**src/rtl/fifo_rd_packer_pkg.sv**
```systemverilog
// Shared definitions for the FIFO read packer: state encoding, word geometry
// and counter widths.
package fifo_rd_packer_pkg;

  typedef enum logic [1:0] {
    ST_RD  = 2'd0,
    ST_CK  = 2'd1,
    ST_BK  = 2'd2,
    ST_OUT = 2'd3
  } state_t;

  localparam int BYTES_PER_WORD_C = 4;
  localparam int STALL_W          = 8;
  localparam int BK_W             = 4;

  // Increment that holds at the all-ones value instead of wrapping.
  function automatic logic [STALL_W-1:0] sat_inc(input logic [STALL_W-1:0] v);
    logic [STALL_W-1:0] one;
    one = {{(STALL_W-1){1'b0}}, 1'b1};
    return (v == {STALL_W{1'b1}}) ? v : v + one;
  endfunction

endpackage

```
**src/rtl/fifo_rd_packer.sv**
```systemverilog
// Drains an upstream byte FIFO one byte every two cycles and packs the bytes
// little-endian into 32-bit words. Empty responses trigger a short backoff so
// the producer gets write slots; a word waiting for acceptance stops the drain.
//
// state | meaning
// RD    | read request issued to the FIFO this cycle
// CK    | FIFO response visible: capture byte or count an empty
// BK    | backoff after an empty response, FIFO free to take writes
// OUT   | complete word presented, waiting for word_ready
module fifo_rd_packer
  import fifo_rd_packer_pkg::*;
#(
  parameter int BACKOFF        = 2,
  parameter int BYTES_PER_WORD = BYTES_PER_WORD_C
) (
  input  logic               clk,
  input  logic               rst,
  output logic               fifo_ren,
  input  logic [7:0]         fifo_dout,
  input  logic               fifo_error,
  output logic [31:0]        word_out,
  output logic               word_valid,
  input  logic               word_ready,
  output logic [STALL_W-1:0] stall_cnt
);

  localparam logic [1:0]      LAST_LANE = 2'(BYTES_PER_WORD - 1);
  localparam logic [BK_W-1:0] BK_LOAD   = BK_W'(BACKOFF - 1);

  state_t          state;
  logic [1:0]      idx;
  logic [BK_W-1:0] bk_cnt;

  // Read strobe is a pure state decode; held low while reset is asserted.
  assign fifo_ren   = (state == ST_RD) && !rst;
  assign word_valid = (state == ST_OUT);

  // Sequencer: read/check alternation, backoff timer, lane packing and stall count.
  always_ff @(posedge clk or posedge rst) begin
    if (rst) begin
      state     <= ST_RD;
      idx       <= '0;
      bk_cnt    <= '0;
      word_out  <= '0;
      stall_cnt <= '0;
    end else begin
      case (state)
        ST_RD: state <= ST_CK;
        ST_CK: begin
          if (fifo_error) begin
            stall_cnt <= sat_inc(stall_cnt);
            bk_cnt    <= BK_LOAD;
            state     <= ST_BK;
          end else begin
            word_out[{idx, 3'b000} +: 8] <= fifo_dout;
            // The last lane keeps idx at its top value; it only returns to
            // zero when the word is accepted, never by overflow.
            if (idx == LAST_LANE) begin
              state <= ST_OUT;
            end else begin
              idx   <= idx + 2'd1;
              state <= ST_RD;
            end
          end
        end
        ST_BK: begin
          if (bk_cnt == '0) begin
            state <= ST_RD;
          end else begin
            bk_cnt <= bk_cnt - 1'b1;
          end
        end
        ST_OUT: begin
          if (word_ready) begin
            idx   <= '0;
            state <= ST_RD;
          end
        end
        default: state <= ST_RD;
      endcase
    end
  end

endmodule

```
**config.mk**
```make
export PLATFORM = sky130hd
export DESIGN_NAME = fifo_rd_packer
export DESIGN_NICKNAME = d
export VERILOG_FILES = /design/src/rtl/fifo_rd_packer_pkg.sv /design/src/rtl/fifo_rd_packer.sv
export SDC_FILE = /design/constraint.sdc
export NUM_CORES = 1
export LEC_CHECK = 0
export ABC_CLOCK_PERIOD_IN_PS = 1630
export BUFFER_PORTS_ARGS = -buffer_cell sky130_fd_sc_hd__clkbuf_2
export CAP_MARGIN = 25
export CORE_AREA = 2 2 78 80
export DETAILED_ROUTE_END_ITERATION = 7
export DIE_AREA = 0 0 80 82
export PLACE_DENSITY = 0.6
export SLEW_MARGIN = 15
export SYNTH_ARGS = -nofsm -noshare
export SYNTH_HDL_FRONTEND = slang
export SYNTH_SLANG_ARGS = --single-unit
```
**constraint.sdc**
```tcl
create_clock -name clk -period 1.63 [get_ports clk]
set_input_delay 0.0815 -clock clk [delete_from_list [all_inputs] [get_ports clk]]
set_output_delay 0.0815 -clock clk [all_outputs]
set_load 0.02 [all_outputs]
```
After elaboration in Yosys (flattened, before gate mapping)
Index checks and enable logic that the tools add are counted.
Widths: inputs -> output; s select.
- flip-flop bits (word level): 48
- bits of input ports: 12
- $add $sub $neg: 4
- eq/ne operators: 11
- shift operators: 2
- mux-type cells: 12
- bitwise logic cells: 2
- reduce and logical (&&, ||, !) cells: 11
- operators by type and width (cell ; number):
    $bwmux 32 ; 1
    $shift 8x7->32 const A ; 1
    $shiftx 8x7->32 ; 1
    $mux 2 ; 6
    $ne 2x2->1 const B ; 5
    $add 8x1->8 const B ; 1
    $eq 8x8->1 const B ; 1
    $mux 4 ; 2
    $pmux 2 s4 ; 1
    $pmux 4 s2 ; 1
    $neg 5->7 ; 1
    $eq 2x2->1 const B ; 3
    $reduce_and 3->1 ; 2
    $logic_not 4->1 ; 1
    $pmux 2 s2 ; 1
    $reduce_and 2->1 ; 2
    $reduce_and 4->1 ; 1
    $reduce_bool 2->1 ; 2
    $sub 4x1->4 const B ; 1
    $add 2x1->2 const B ; 1
    $eq 2x1->1 const B ; 1
    $logic_not 2->1 ; 1
    $ne 2x1->1 const B ; 1
    $not 1->1 ; 2
    2 further kinds ; 2

Depth between registers and ports, before layout
- depth in word-level cells: 4
- gate-level depth with buffers: 7
- depth with buffers taken out: 6

Worst setup path before layout
Ideal clock, no wire load.
- path type: register to register
- start point: reg idx[0]
- end point: reg word_out[2]
- data arrival time: 1.654 ns
- required time: 1.547 ns
- setup slack: -0.107 ns
- cell stages (with the launch flop): 8
- buffers on the path: 1
- clock period less this slack: 1.737 ns
- cells stage by stage: dfrtp_1 -> inv_1 -> ha_1 -> inv_1 -> and4_1 -> buf_2 -> nand2_1 -> o21ai_0
- word-level cells in the longest chain between the ends: 3
- ends and longest elaborated chain (what ; line ; text):
    start: declaration ; fifo_rd_packer.sv:31 ; logic [1:0] idx;
    start signal: assignment ; fifo_rd_packer.sv:61 ; idx <= idx + 2'd1;
    $neg 5->7 (*) ; fifo_rd_packer.sv:55 ; word_out[{idx, 3'b000} +: 8] <= fifo_dout;
    $shiftx 8x7->32 / $shift 8x7->32 (equally long branches) ; fifo_rd_packer.sv:55 ;
    $bwmux 32 (*) ; fifo_rd_packer.sv:55 ;
    end signal: indexed assignment ; fifo_rd_packer.sv:55 ;
    end: declaration ; fifo_rd_packer.sv:21 ; output logic [31:0] word_out,
Every way passes the cells marked *; elsewhere a longest branch is shown, timed or not.
A chain may end at the register's enable or synchronous reset.

Worst setup path after layout
- start point: reg idx[1]
- end point: reg word_out[8]
Same word-level chain as after synthesis.

==> summary.txt <==
root buffer cell: clkbuf_8
Warnings, synthesis: 0
critical path arrival: 1.74 ns
CTS Buffer Depth: 2
Hold Vio Cnt, Final: 0
largest family of logic cells by synthesized area: simple AND/OR/NAND/NOR gates
Via density: 4.69
Sink Count: 48
Worst setup EP type: register
Total Routing Usage GR: 16.3%
pre-CTS WS: 0.0406 ns
die area: 0.00656 mm^2
CP max FO: 8
Slew @ Worst Pin: 0.412 ns
#FFs+latches synth: 48
maximum vdd drop: 0.000726 V
Setup Total Neg Slack: 0 ns
unrepaired setup endpoints after global routing: false
skew final: 0.00477 ns
number of library cell types mapped by synthesis: 31
Slew Limit Fails: 0
vias in the first global route: 1709
Worst-path clk slew: 0.09 ns
I/O pin cnt: 54
WL final: 4870 um
mux cell area share after synthesis: 3.41%
final worst slack: 0.104 ns
drt wl/cell: 13.1 um
ANT cells: 0
Placer Congestion: 0.756
layout cell share with drive strength beyond 1: 30.9%
most common cell after layout, fill and taps aside: nand2_1
area of the multi-input gates: 945 um^2
Simple-Gate Fraction of Synth Area: 24.4%
post-synthesis compound-gate area fraction: 9.60%
Die Wd: 80 um
PwrDens: 1660 mW/mm^2
fin nets: 318
first-pass GRT wire length: 8140 um
Core Util, Final: 48.6%
H-tree levels: 2
initial DRC count: 93
startpoint types: register
syn nets: 248
Core Area: 0.00575 mm^2
via count: 1749
remaining global-route overflow: 0
drt drc: 0
placement row count: 28
critical path class: reg2reg
worst-case reg-to-reg path depth: 8
syn_area_per_cell: 9.62 um^2
commonest cells after routing, fill and taps aside: nand2_1 (76), clkbuf_2 (53), dfrtp_1 (47)
fillers: 577
initial core utilization: 38.3%
Seq/Total Area, Yosys: 54.5%
# setup viols final: 0
Hold WC Path Type: in2reg
largest net degree at the start of global routing: 22
Hold WS: 0.0584 ns
P_leak: 0.00134 uW
Period minus WS final: 1.53 ns
Synth Area in Adders: 3.98%
status: finished clean
I/O Buffers: 53
Synth Instances: 229
total CTS buffers: 5
storage element area: 0.00120 mm^2
CTS tree: built
area grow syn2layout: 26.7%
Post-Synthesis Cell Area: 0.00220 mm^2
worst-skew pair later-pin latency: 0.30 ns
hold depth: 3
Worst slew margin: 72.5%
initial antenna violation count: 0
max cap viols: 0
fmax: 655 MHz
total power draw: 4630 uW
xor and xnor area share after synthesis: 1.19%
DRT Pass-1 Iters: 4
Final Cycle Share: 93.6%
Die Ht: 82 um
post-route ant nets: 0
DP HPWL: 3680 um
required time worst endpoint: 1.85 ns
-- metal layers --
layer	routed length, um	part of all wire, %	track usage (%)
met4	50	1.0	4.75
met2	2450	50	28.1
met3	201	4.1	3.30
met1	2170	44	20.8
met5	0	0	0
-- path summary, 6_finish.rpt --
check	from	to	slack (ns)
worst max-delay path	idx[1]	word_out[8]	0.10
worst min-delay path	fifo_dout[5]	word_out[13]	0.06
worst max register to register	idx[1]	word_out[8]	0.10
worst min register to register	bk_cnt[3]	bk_cnt[3]	0.48
max in group asynchronous	rst	word_out[22]	0.82
min in group asynchronous	rst	bk_cnt[0]	0.31
-- cell families (layout without fill, tap and decap cells) --
family / Yosys count / in the layout
flip-flops: 48 / 48
AO/OA/AOI/OAI: 41 / 41
buffers and inverters: 13 / 82
multiplexers: 7 / 7
AND/OR/NAND/NOR: 110 / 110
adder cells (fa/ha/maj): 7 / 7
XOR/XNOR: 3 / 3
-- synthesized netlist by cell type --
master     n  share of area [%]
nor3_1     5                1.1
a21oi_1    4               0.91
nand3b_1   1               0.34
and3b_2    1               0.45
nand2_1   78                 13
nor4_4     1               0.97
ha_1       7                4.0
dfrtp_1   48                 55
nand4_1    2               0.57
and4_1     2               0.80
xor2_1     1               0.40
nor3b_4    1               0.85
mux2i_1    3                1.4
nor2b_1    1               0.28
a31oi_1    1               0.28
o211ai_1   1               0.34
nor3_4     2                1.5
nor2_1     5               0.85
buf_6      1               0.51
inv_1      6                1.0
nand3_1    3               0.68
o21ai_1    1               0.23
mux2_2     4                2.0
and2_1     2               0.57
xnor2_1    2               0.80
nor4b_2    1               0.68
buf_2      4               0.91
a21o_1     1               0.34
clkbuf_2   2               0.45
nand2b_1   5                1.4
o21ai_0   33                7.5
-- through the flow --
| step | area, um^2 | cells |
|---|---|---|
| 2_1_floorplan | 2200 | 229 |
| 3_3_place_gp | 2660 | 365 |
| 3_5_place_dp | 2660 | 365 |
| 4_1_cts | 2770 | 372 |
| 5_1_grt | 2790 | 373 |
| 6_report | 2790 | 373 |
-- sequential cells by signal, summed over array words and instances (netlist names) --
register,cells
bk_cnt,4
idx,2
stall_cnt,8
state,2
word_out,32
-- report_power, final --
group / switching, uW / internal (uW)
logic: 1190 / 800
registers: 282 / 1540
clock network: 376 / 441
-- area by class of cell --
class | instances | area share, %
inverter | 6 | 0.807
sequential | 48 | 43.1
clock buffer | 5 | 2.47
timing repair buffer | 70 | 15.3
clock inverter | 1 | 1.08
multi-input combinational | 168 | 33.9
tap | 75 | 3.36
-- critical path, stage by stage (launching register included) --
cell     delay, ns
dfrtp_1       0.35
inv_1         0.07
ha_1          0.31
inv_2         0.07
buf_4         0.14
nor3_4        0.16
buf_6         0.15
nand2_1       0.05
o21ai_0       0.15
-- timing repair --
item | CTS | global route
hold buffers | 1 | 0
buffers inserted | 0 | 1
endpoints found under the hold margin | 16 | 0
resized for setup | 0 | 15
endpoints found under the setup margin | 0 | 26
No activity file was read; power rests on OpenSTA's default activity.
